`config.mk`:
```
export PLATFORM = sky130hd
export DESIGN_NAME = expr_eval
export DESIGN_NICKNAME = d
export VERILOG_FILES = /design/src/rtl/expr_eval.sv
export SDC_FILE = /design/constraint.sdc
export NUM_CORES = 1
export LEC_CHECK = 0
export CELL_PAD_IN_SITES_DETAIL_PLACEMENT = 2
export CELL_PAD_IN_SITES_GLOBAL_PLACEMENT = 2
export CORE_MARGIN = 8
export CORE_UTILIZATION = 38
export CTS_BUF_LIST = sky130_fd_sc_hd__clkbuf_8
export DETAILED_ROUTE_END_ITERATION = 10
export HOLD_SLACK_MARGIN = 0.05
export PLACE_DENSITY_LB_ADDON = 0.3
export SYNTH_ARGS = -nofsm -noshare
export SYNTH_HDL_FRONTEND = slang
export SYNTH_SLANG_ARGS = --single-unit
```
`constraint.sdc`:
```
create_clock -name clk -period 6.2 [get_ports clk]
set_clock_uncertainty 0.2 [all_clocks]
set_input_delay 1.86 -clock clk [delete_from_list [all_inputs] [get_ports clk]]
set_output_delay 1.86 -clock clk [all_outputs]
set_load 0.02 [all_outputs]
```
`src/rtl/expr_eval.sv`:
```
// Evaluates a streamed ASCII expression of single digits joined by '+' and '*',
// with '*' binding tighter than '+'; '=' latches the final value and rearms.
module expr_eval #(
  parameter int W = 16
) (
  input  logic         clk,
  input  logic         clr,
  input  logic [7:0]   in,
  input  logic         in_valid,
  output logic         ok,
  output logic [W-1:0] value,
  output logic [W-1:0] result,
  output logic         done,
  output logic         err
);

  typedef enum logic [1:0] {
    S_NUM = 2'd0,
    S_OP  = 2'd1,
    S_ERR = 2'd2
  } state_t;

  state_t       state, state_nx;
  logic [W-1:0] acc_sum, acc_sum_nx;
  logic [W-1:0] acc_prod, acc_prod_nx;
  logic [W-1:0] term, term_nx;
  logic         ok_nx, done_nx, err_nx;
  logic [W-1:0] value_nx, result_nx;

  logic         is_digit, is_plus, is_star, is_eq;
  logic [3:0]   digit;
  logic [W-1:0] prod_d;

  // Both helpers wrap silently modulo 2^W.
  function automatic logic [W-1:0] wrap_mul(input logic [W-1:0] a, input logic [3:0] d);
    return W'(a * W'(d));
  endfunction

  function automatic logic [W-1:0] wrap_add(input logic [W-1:0] a, input logic [W-1:0] b);
    return W'(a + b);
  endfunction

  // ASCII '0'..'9' are 0x30..0x39, so the low nibble is already the digit value.
  assign is_digit = (in >= 8'h30) && (in <= 8'h39);
  assign is_plus  = (in == 8'h2B);
  assign is_star  = (in == 8'h2A);
  assign is_eq    = (in == 8'h3D);
  assign digit    = in[3:0];
  assign prod_d   = wrap_mul(acc_prod, digit);

  always_comb begin
    state_nx    = state;
    acc_sum_nx  = acc_sum;
    acc_prod_nx = acc_prod;
    term_nx     = term;
    ok_nx       = ok;
    value_nx    = value;
    result_nx   = result;
    err_nx      = err;
    done_nx     = 1'b0;

    if (in_valid) begin
      if (is_eq) begin
        state_nx    = S_NUM;
        acc_sum_nx  = '0;
        acc_prod_nx = W'(1);
        term_nx     = '0;
        ok_nx       = 1'b0;
        value_nx    = '0;
        done_nx     = 1'b1;
        if (state == S_OP) begin
          result_nx = value;
          err_nx    = 1'b0;
        end else begin
          result_nx = '0;
          err_nx    = 1'b1;
        end
      end else begin
        unique case (state)
          S_NUM: begin
            if (is_digit) begin
              term_nx  = prod_d;
              value_nx = wrap_add(acc_sum, prod_d);
              ok_nx    = 1'b1;
              state_nx = S_OP;
            end else begin
              ok_nx    = 1'b0;
              state_nx = S_ERR;
            end
          end
          S_OP: begin
            ok_nx = 1'b0;
            if (is_plus) begin
              acc_sum_nx  = wrap_add(acc_sum, term);
              acc_prod_nx = W'(1);
              state_nx    = S_NUM;
            end else if (is_star) begin
              acc_prod_nx = term;
              state_nx    = S_NUM;
            end else begin
              state_nx = S_ERR;
            end
          end
          S_ERR: begin
            ok_nx = 1'b0;
          end
          default: begin
            ok_nx    = 1'b0;
            state_nx = S_ERR;
          end
        endcase
      end
    end
  end

  always_ff @(posedge clk or posedge clr) begin
    if (clr) begin
      state    <= S_NUM;
      acc_sum  <= '0;
      acc_prod <= W'(1);
      term     <= '0;
      ok       <= 1'b0;
      value    <= '0;
      result   <= '0;
      done     <= 1'b0;
      err      <= 1'b0;
    end else begin
      state    <= state_nx;
      acc_sum  <= acc_sum_nx;
      acc_prod <= acc_prod_nx;
      term     <= term_nx;
      ok       <= ok_nx;
      value    <= value_nx;
      result   <= result_nx;
      done     <= done_nx;
      err      <= err_nx;
    end
  end

endmodule

```
Word-level counts from Yosys, hierarchy flattened
Cells that the tools add are included.
{"block": "op_classes", "n_addsub": 2, "n_mul": 1, "magnitude_cmp": 2, "n_eq_ne": 6, "mux": 25, "reduce_logical": 12}
{"op": "$mux 16", "count": 14}
{"op": "$add 16x16->16", "count": 2}
{"op": "$eq 8x6->1 const B", "count": 3}
{"op": "$mul 16x4->16", "count": 1}
{"op": "$reduce_and 3->1", "count": 3}
{"op": "$ge 8x6->1 const B", "count": 1}
{"op": "$le 8x6->1 const B", "count": 1}
{"op": "$mux 2", "count": 4}
{"op": "$reduce_bool 2->1", "count": 4}
{"op": "$mux 1", "count": 6}
{"op": "$pmux 2 s3", "count": 1}
{"op": "$reduce_and 2->1", "count": 2}
{"op": "$reduce_bool 3->1", "count": 1}
{"op": "$eq 2x1->1 const B", "count": 1}
{"op": "$eq 2x2->1 const B", "count": 1}
{"op": "$logic_not 2->1", "count": 1}
{"op": "$ne 2x2->1 const B", "count": 1}
{"op": "$logic_and 1x1->1", "count": 1}
{"block": "totals", "ff_bits": 85, "inputBits": 11, "wordCells": 57}

Depth between registers and ports, before layout
Gate-level depths: netlist (run 1).
{"block": "depth", "word_depth": 5, "mapped_depth": 23}

Worst setup path before layout (run 1)
No wires, ideal clock.
{"block": "synth_timing", "path_kind": "input to register", "from": "input port in[3]", "to": "register value[15]", "setup_time_ps": 76, "arrival_time_ps": 6331, "t_required_ps": 5924, "path_slack_ps": -407, "cell_stages": 22, "path_buffers": 2, "cell_sequence": "clkbuf_1 and2_1 fa_1 inv_1 fa_1 inv_1 ha_1 nor2b_1 o21ai_0 a21boi_0 o21a_1 nor2_1 xnor2_1 ha_1 clkbuf_1 and4_1 and3_1 o2111ai_1 nand3_1 o41ai_1 xnor3_1 o21ai_1"}
{"block": "synth_between", "elab_chain_cells": 5, "elab_cells_between_ends": 12, "classes_between": "add/sub: 1; mul: 1; order compare: 2; eq/ne: 1; mux: 3; reduce/logical: 4"}
{"element": "start, declared", "line": "8", "source": "input logic [7:0] in,"}
{"element": "$mul 16x4->16", "line": "36", "source": "return W'(a * W'(d));"}
{"element": "$add 16x16->16", "line": "40", "source": "return W'(a + b);"}
{"element": "$mux 16", "line": "81", "source": "if (is_digit) begin"}
{"element": "$mux 16", "line": "79", "source": "unique case (state)"}
{"element": "$mux 16", "line": "63", "source": "if (is_eq) begin"}
{"element": "end signal, assigned", "line": "133", "source": "value <= value_nx;"}
{"element": "end, declared", "line": "11", "source": "output logic [W-1:0] value,"}
Several ways; a longest one is shown, not always the timed one. The select of a mux whose other input is x is not followed.
A chain may end at the register's enable or synchronous reset.

Worst setup path after layout (run 1)
{"block": "layout_timing", "from": "input port in[3]", "to": "register value[14]"}
The elaborated chain is that of the path after synthesis.

==> results of run 1 <==
## layer usage
metal  part of all wire (%)  vias to the layer above  wire, µm  global-route usage (%)
li1                       -                     2602         -                       -
met1                     44                     2863      9695                   26.87
met5                      0                        -         0                       0
met4                    2.5                        0       562                   7.748
met3                    2.5                       35       560                   3.863
met2                     51                       72     11270                   39.16
## path summary, 6_finish.rpt
path,start,endpoint,slack (ps)
worst max register to register,acc_prod[0],value[14],1060
worst min-delay path,result[11],result[11],270
worst max-delay path,in[3],value[14],60
worst min register to register,result[11],result[11],270
max in group asynchronous,clr,acc_sum[7],3000
min in group asynchronous,clr,ok,1710
## power groups by stage
stage | clock network [mW] | logic (mW) | registers, mW
5_1_grt | 0.396 | 0.0534 | 0.559
6_report | 0.365 | 0.0477 | 0.559
3_3_place_gp | 0 | 0.0450 | 0.569
2_1_floorplan | 0 | 0.0227 | 0.570
4_1_cts | 0.375 | 0.0487 | 0.559
3_5_place_dp | 0 | 0.0477 | 0.570
## state kept, by name, indices dropped and copies added (netlist names)
name / flops
acc_prod: 16
acc_sum: 16
done: 1
err: 1
ok: 1
result: 16
state: 2
term: 16
value: 16
## final cells by class
cell class / count / area share [%]
multi-input cells: 527 / 51.18
inverters: 57 / 2.774
repair buffers: 120 / 13.00
well taps: 220 / 3.548
clock buffers: 9 / 1.597
flip-flops and latches: 85 / 27.44
clock inverters: 7 / 0.4677
## critical path, cell delays in order
cell	delay (ps)
sky130_fd_sc_hd__buf_4	130
sky130_fd_sc_hd__and2_1	150
sky130_fd_sc_hd__fa_1	550
sky130_fd_sc_hd__inv_1	80
sky130_fd_sc_hd__fa_1	550
sky130_fd_sc_hd__inv_1	70
sky130_fd_sc_hd__ha_4	250
sky130_fd_sc_hd__o21ai_2	70
sky130_fd_sc_hd__o21ai_2	80
sky130_fd_sc_hd__o31a_1	370
sky130_fd_sc_hd__a2111oi_4	330
sky130_fd_sc_hd__buf_4	170
sky130_fd_sc_hd__xnor2_1	130
sky130_fd_sc_hd__ha_1	280
sky130_fd_sc_hd__or2_2	320
sky130_fd_sc_hd__o311a_1	340
sky130_fd_sc_hd__or3_1	400
sky130_fd_sc_hd__nand3_1	120
## per-stage QoR
stage,TNS (ps),setup slack (ps),hold WS (ps)
after floorplan,0,0.8895,273.4
after global placement,-3268,-625.3,248.5
after detailed placement,-5727,-1019,256.4
after CTS,0,8.514,276.5
after global routing,-74.16,-39.49,310.1
final,0,60.87,271.6
## what timing repair did
item | in CTS | in global routing
resized for setup | 38 | 14
pin swaps | 18 | 12
setup endpoints to repair | 6 | 4
buffers inserted | 4 | 1
## cell families after synthesis
logic type / Yosys count / synth area share [%]
buffers and inverters: 85 / 5.139
AND/OR/NAND/NOR: 275 / 21.74
adder cells (fa/ha/maj): 73 / 17.91
AO/OA/AOI/OAI: 148 / 16.26
flip-flops: 85 / 34.15
XOR/XNOR: 31 / 4.798
## cells in the mapped netlist, types with 4 or more instances
cell type                  count
sky130_fd_sc_hd__nand2_1      99
sky130_fd_sc_hd__dfrtp_1      84
sky130_fd_sc_hd__inv_1        56
sky130_fd_sc_hd__nand3_1      52
sky130_fd_sc_hd__ha_1         46
sky130_fd_sc_hd__o21ai_0      41
sky130_fd_sc_hd__and2_1       40
sky130_fd_sc_hd__clkbuf_1     27
sky130_fd_sc_hd__fa_1         27
sky130_fd_sc_hd__a21oi_1      24
sky130_fd_sc_hd__nor2_1       24
sky130_fd_sc_hd__a22o_1       23
sky130_fd_sc_hd__xnor2_1      22
sky130_fd_sc_hd__and3_1       11
sky130_fd_sc_hd__nor3_1       11
sky130_fd_sc_hd__nor2b_1      10
sky130_fd_sc_hd__nand2b_1      7
sky130_fd_sc_hd__xor2_1        7
sky130_fd_sc_hd__a21o_1        6
sky130_fd_sc_hd__or3_1         6
sky130_fd_sc_hd__a211oi_1      5
sky130_fd_sc_hd__o21a_1        5
sky130_fd_sc_hd__a211o_1       4
sky130_fd_sc_hd__o31ai_1       4
sky130_fd_sc_hd__o41ai_1       4
==> metrics.log, run 1 <==
INFO  metric status = complete, no violations
INFO  metric dp_cells = 1004
INFO  metric numPortBuffers = 45
INFO  metric worst_slew_pin_slew = 855.8 ps
INFO  metric maxCapViolations = 0
INFO  metric num_io_pins = 46
INFO  metric clock_tree.buffer_depth = 2
INFO  metric async_set_or_reset_register_ratio_after_synthesis = 100.0%
INFO  metric gp_routability_congestion = about 0.85
INFO  metric p_comb_share = 4.9%
INFO  metric relative_slew_slack = 42.59%
INFO  metric timing.final.crit_period = around 6100 ps
INFO  metric net-switching-power = 257.3 µW
INFO  metric startpoint_type = input pin
INFO  metric floorplan.initialDensity = 38.26%
INFO  metric ys_seq_area_share = 34.15%
INFO  metric place_hpwl = 16610 µm
INFO  metric timing.setup.critical_path_class = input pin to flop
INFO  metric num_vias = 5572
INFO  metric drtAntennaViolNets = 0
INFO  metric avgRoutedWirePerCell = between 20 and 25 µm
INFO  metric floorplan.die.width = approximately 140 µm
INFO  metric timing.final.setup_violations = 0
INFO  metric grt_usage = 22.28%
INFO  metric synthFlopType = sky130_fd_sc_hd__dfrtp_1
INFO  metric area_growth = 24.47%
INFO  metric endpoint_kind = flop
INFO  metric tritoncts = yes
INFO  metric drt_wl_total = between 20000 and 25000 µm
INFO  metric register_to_register_path_depth = 16
INFO  metric most_common_cell_after_layout_fill_and_taps_aside = sky130_fd_sc_hd__nand2_1
INFO  metric dieHeight = 144.1 µm
INFO  metric power.static_leakage = 3.875 nW
INFO  metric fin_cells = 1025
INFO  metric place_area = about 7400 µm²
INFO  metric first_pass_grt_wire_length = 35650 µm
INFO  metric sw_frac_of_total = between 20% and 30%
INFO  metric rsz0062_at_grt = true
INFO  metric cts-root-buf = sky130_fd_sc_hd__clkbuf_8
INFO  metric pin_count_of_the_biggest_net_entering_global_routing = 45
INFO  metric worstHoldPathType = flop to flop
INFO  metric coreArea = 16290 µm²
INFO  metric cts-htree-levels = 3
INFO  metric tritoncts.num_buffers = 9
INFO  metric ys_types = 57
INFO  metric row_count = 47
INFO  metric drt-initial-drc-count = 216
INFO  metric required_time_of_the_critical_path = between 6000 and 7000 ps
INFO  metric fillCellCount = 1759
INFO  metric power-per-cell-area = 125.2 nW/µm²
INFO  metric synth_top_cells_by_area = sky130_fd_sc_hd__dfrtp_1 (34%), sky130_fd_sc_hd__ha_1 (9.2%), sky130_fd_sc_hd__fa_1 (8.7%), sky130_fd_sc_hd__nand2_1 (6.0%), sky130_fd_sc_hd__nand3_1 (4.2%)
INFO  metric post_synth_instance_area = 6232 µm²
INFO  metric drtPass1Iterations = 4
INFO  metric layout.cell_area.non_filler = slightly below 8000 µm²
INFO  metric crit_path_max_fanout = 4
INFO  metric layout-drive-gt1-share = 16.77%
INFO  metric synthDominantAreaCellType = sky130_fd_sc_hd__dfrtp_1
INFO  metric yosys_register_bits = 85
INFO  metric clock_insertion_delay_worst_skew = 380 ps
INFO  metric maximum_resistive_drop_on_vdd = around 83 µV
INFO  metric cts.sinks = 85
INFO  metric worst_path_clk_slew = 90 ps
INFO  metric final_max_slew_viol_count = 0
INFO  metric synth_area_per_cell = 8.942 µm²
INFO  metric antenna-diode-count = 0
INFO  metric post_cts_hold_buffer_count = 0
INFO  metric post-route-drc-count = 0
INFO  metric power_frac_clock = 37.5%
INFO  metric internal_power = 713.7 µW
INFO  metric final_core_util = 47.62%
INFO  metric layout_common_cells = sky130_fd_sc_hd__nand2_1 (96), sky130_fd_sc_hd__dfrtp_1 (84), sky130_fd_sc_hd__buf_4 (74)
INFO  metric final_min_period_over_clock_period = 99.02%
INFO  metric overflow = 0
INFO  metric arrival = 6250 ps
INFO  metric fin_nets = approximately 880
INFO  metric yosysTopAreaCellShare = 33.73%
INFO  metric sequential_cell_area = 2128 µm²
INFO  metric synth.yosys.warnings = 0
INFO  metric first_global_vias = between 6000 and 7000
INFO  metric via_per_inst = 5.436
INFO  metric number_of_instances_in_the_synthesized_netlist = 697
INFO  metric synth_fp_nets = 781
INFO  metric share_seq_of_total_power = 57.6%
INFO  metric final_hold_viol_count = 0
INFO  metric power_consumption = 971.1 µW
INFO  metric synth_enable_flop_cells = 0
INFO  metric min_delay_path_depth = 2
INFO  metric grt_antenna_before_repair = 0
INFO  metric fmaxAchievable = 0.1629 GHz
INFO  metric dieArea = 20750 µm²
INFO  metric multi_input_comb_area = 3970 µm²
(Power assumes the default switching activity.)
==> run 2, diff against run 1 <==
--- a/config.mk
+++ b/config.mk
@@ -7,7 +7,6 @@
 export LEC_CHECK = 0
 export CELL_PAD_IN_SITES_DETAIL_PLACEMENT = 2
 export CELL_PAD_IN_SITES_GLOBAL_PLACEMENT = 2
-export CORE_MARGIN = 8
 export CORE_UTILIZATION = 38
 export CTS_BUF_LIST = sky130_fd_sc_hd__clkbuf_8
 export DETAILED_ROUTE_END_ITERATION = 10
==> run 2 against run 1 <==
  * The run now ends with setup timing left
  * Non-clock buffer count increased by 10
  * Clock-buffer cell count increased by 1
  * First-iteration DRC count increased by 56%
  * Critical endpoint unchanged
  * Largest cell class unchanged
==> metrics.log, run 2 (synthesis results as in run 1) <==
INFO  metric status = complete, but fails checks
INFO  metric failing_checks = setup timing
INFO  metric drtAntennaViolNets = 0
INFO  metric worst_slew_pin_slew = 1144 ps
INFO  metric routedLengthMet1 = 10760 µm
INFO  metric num_vias = 6172
INFO  metric register_to_register_path_depth = 17
INFO  metric reg2reg_setup_slack = around 940 ps
INFO  metric area_growth = 27.50%
INFO  metric met3RoutedLength = ~1100 µm
INFO  metric drt-initial-drc-count = 337
INFO  metric required_time_of_the_critical_path = 6320 ps
INFO  metric crit_path_max_fanout = 6
INFO  metric num_io_pins = between 40 and 50
INFO  metric cell_breakdown_of_the_critical_path = buf_8 > and2_4 > fa_1 > inv_2 > fa_1 > inv_2 > ha_4 > nor2b_4 > o21ai_4 > a21boi_2 > o21a_1 > a21bo_2 > a21oi_2 > xnor2_1 > ha_2 > nand3_1 > a211oi_4 > o311a_1 > or3_1 > nand3_1
INFO  metric post-route-drc-count = 0
INFO  metric place_hpwl = 16400 µm
INFO  metric row_count = between 40 and 50
INFO  metric timing.final.crit_period = 6336 ps
INFO  metric layout-drive-gt1-share = 19.14%
INFO  metric first_global_vias = 7018
INFO  metric first_pass_grt_wire_length = 40110 µm
INFO  metric grt_usage = 32.17%
INFO  metric cp.buffers_inverters = 3
INFO  metric timing.final.setup_violations = 3
INFO  metric cts-htree-levels = 3
INFO  metric final_max_slew_viol_count = 0
INFO  metric setup.worst_path.start = in[3]
INFO  metric arrival = 6460 ps
INFO  metric final_hold_viol_count = 0
INFO  metric rsz0062_at_grt = true
INFO  metric grt_antenna_before_repair = 0
INFO  metric fin_nets = between 800 and 900
INFO  metric end_of_the_critical_path = value[14]
INFO  metric final_critical_path_setup_slack = -136.1 ps
INFO  metric fillCellCount = 1708
INFO  metric dieArea = 16920 µm²
INFO  metric layout_common_cells = sky130_fd_sc_hd__nand2_1 (96), sky130_fd_sc_hd__dfrtp_1 (84), sky130_fd_sc_hd__buf_4 (81)
INFO  metric antenna-diode-count = 0
INFO  metric via_per_inst = 5.986
INFO  metric clock_insertion_delay_worst_skew = between 400 and 500 ps
INFO  metric startpoint_type = input pin
INFO  metric maxCapViolations = 0
INFO  metric worstHoldPathType = flop to flop
INFO  metric overflow = 0
INFO  metric critical_path.reg2reg.endpoint = value[14]
INFO  metric relative_slew_slack = between 20% and 30%
INFO  metric final_min_period_over_clock_period = 102.2%
INFO  metric fmaxAchievable = 0.1578 GHz
INFO  metric drtPass1Iterations = 5
INFO  metric cp_max_stage_cell = sky130_fd_sc_hd__fa_1
INFO  metric cts.sinks = 85
INFO  metric sequential_cell_area = around 2100 µm²
INFO  metric timing.critical_path.depth = 20
INFO  metric min-delay-start = result[3]
INFO  metric crit_path_max_incr_delay = 570 ps
INFO  metric tritoncts.num_buffers = 9
INFO  metric clock_tree.buffer_depth = 2
INFO  metric fin_cells = 1031
INFO  metric worst_path_clk_slew = around 100 ps
INFO  metric cts-root-buf = sky130_fd_sc_hd__clkbuf_8
INFO  metric floorplan.initialDensity = about two fifths
INFO  metric maximum_resistive_drop_on_vdd = 104.3 µV
INFO  metric post_cts_hold_buffer_count = 0
INFO  metric dp_cells = 998
INFO  metric highest_routing_layer_actually_used = met4
INFO  metric dieHeight = 130.1 µm
INFO  metric power_consumption = 1.048 mW
INFO  metric endpoint_kind = flop
INFO  metric pin_count_of_the_biggest_net_entering_global_routing = 54
INFO  metric gp_routability_congestion = 0.8848
INFO  metric multi_input_comb_area = 4025 µm²
INFO  metric numPortBuffers = 45
INFO  metric power.static_leakage = approximately 3.9 nW
INFO  metric avgRoutedWirePerCell = 27.97 µm
INFO  metric most_common_cell_after_layout_fill_and_taps_aside = sky130_fd_sc_hd__nand2_1
INFO  metric floorplan.die.width = 130.1 µm
INFO  metric route.met2.wl = 15460 µm
INFO  metric r2r_start = acc_prod[0]
INFO  metric coreArea = 15940 µm²
INFO  metric cp_top_family = adder cells
INFO  metric totalNegativeSetupSlack = -291.6 ps
INFO  metric tritoncts = yes
INFO  metric drt_wl_total = 28830 µm
INFO  metric timing.setup.critical_path_class = input pin to flop
INFO  metric power-per-cell-area = 131.9 nW/µm²
run 2: changes by cell type in the layout (fill, tap and decap cells not counted), moves of 2 or more:
cell	previous run	this run
sky130_fd_sc_hd__buf_4	74	81
sky130_fd_sc_hd__o21ai_1	4	2
sky130_fd_sc_hd__inv_1	56	50
sky130_fd_sc_hd__inv_2	2	7
sky130_fd_sc_hd__ha_1	41	39
sky130_fd_sc_hd__ha_4	4	6
sky130_fd_sc_hd__buf_8	0	2
sky130_fd_sc_hd__buf_6	2	5
sky130_fd_sc_hd__buf_2	2	0
run 2: area by class of cell:
type | count | share of cell area [%]
clock inverters | 6 | 0.6928
flip-flops and latches | 85 | 26.78
inverters | 57 | 2.708
multi-input cells | 527 | 50.65
repair buffers | 130 | 14.03
clock buffers | 10 | 1.732
well taps | 216 | 3.401
run 2: how the worst min path moves through the flow:
stage / cells past startpoint / slack [ps] / end
after floorplan: 1 / 270 / acc_prod[15]
after global placement: 2 / 250 / result[3]
after detailed placement: 2 / 260 / result[2]
after CTS: 2 / 290 / result[3]
after global routing: 2 / 310 / result[3]
final: 2 / 280 / result[3]
run 2: routing by layer:
metal / global-route usage (%) / vias up
met5: 0 / -
met1: 35.34 / 3220
li1: - / 2631
met3: 5.330 / 104
met2: 58.70 / 217
met4: 18.06 / 0
run 2: worst register-to-register path, delay by kind of cell, from the launching register on:
family	cells	cell delay [ps]
AOI/OAI and AO/OA	4	950
buffers and inverters	1	150
adders and majority gates	4	1840
and+or+nand+nor	8	1450
DFF	1	590
run 2: stage by stage:
stage | utilization (%) | hold WS [ps] | worst slack [ps] | instance area (µm²)
floorplan | - | 273.4 | 0.8895 | 6271
global placement | 46.34 | 252.2 | -648.6 | 7387
detailed placement | 46.34 | 261.6 | -1285 | 7387
CTS | 49.20 | 288.9 | 9.985 | 7844
global route | 49.84 | 309.5 | -198.2 | 7946
finish | 49.84 | 281.8 | -136.1 | 7946
run 2: power breakdown:
part,switching (mW),internal [mW],total (mW)
clock network,0.241,0.194,0.435
registers,0.00213,0.557,0.559
logic,0.0337,0.0208,0.0545
total,0.277,0.771,1.05
run 2: what timing repair did:
item,in CTS,in global routing
buffers inserted,15,2
pin swaps,30,18
setup endpoints to repair,6,6
gates resized for setup,56,18
hold endpoints to repair,0,0
gates cloned,0,0
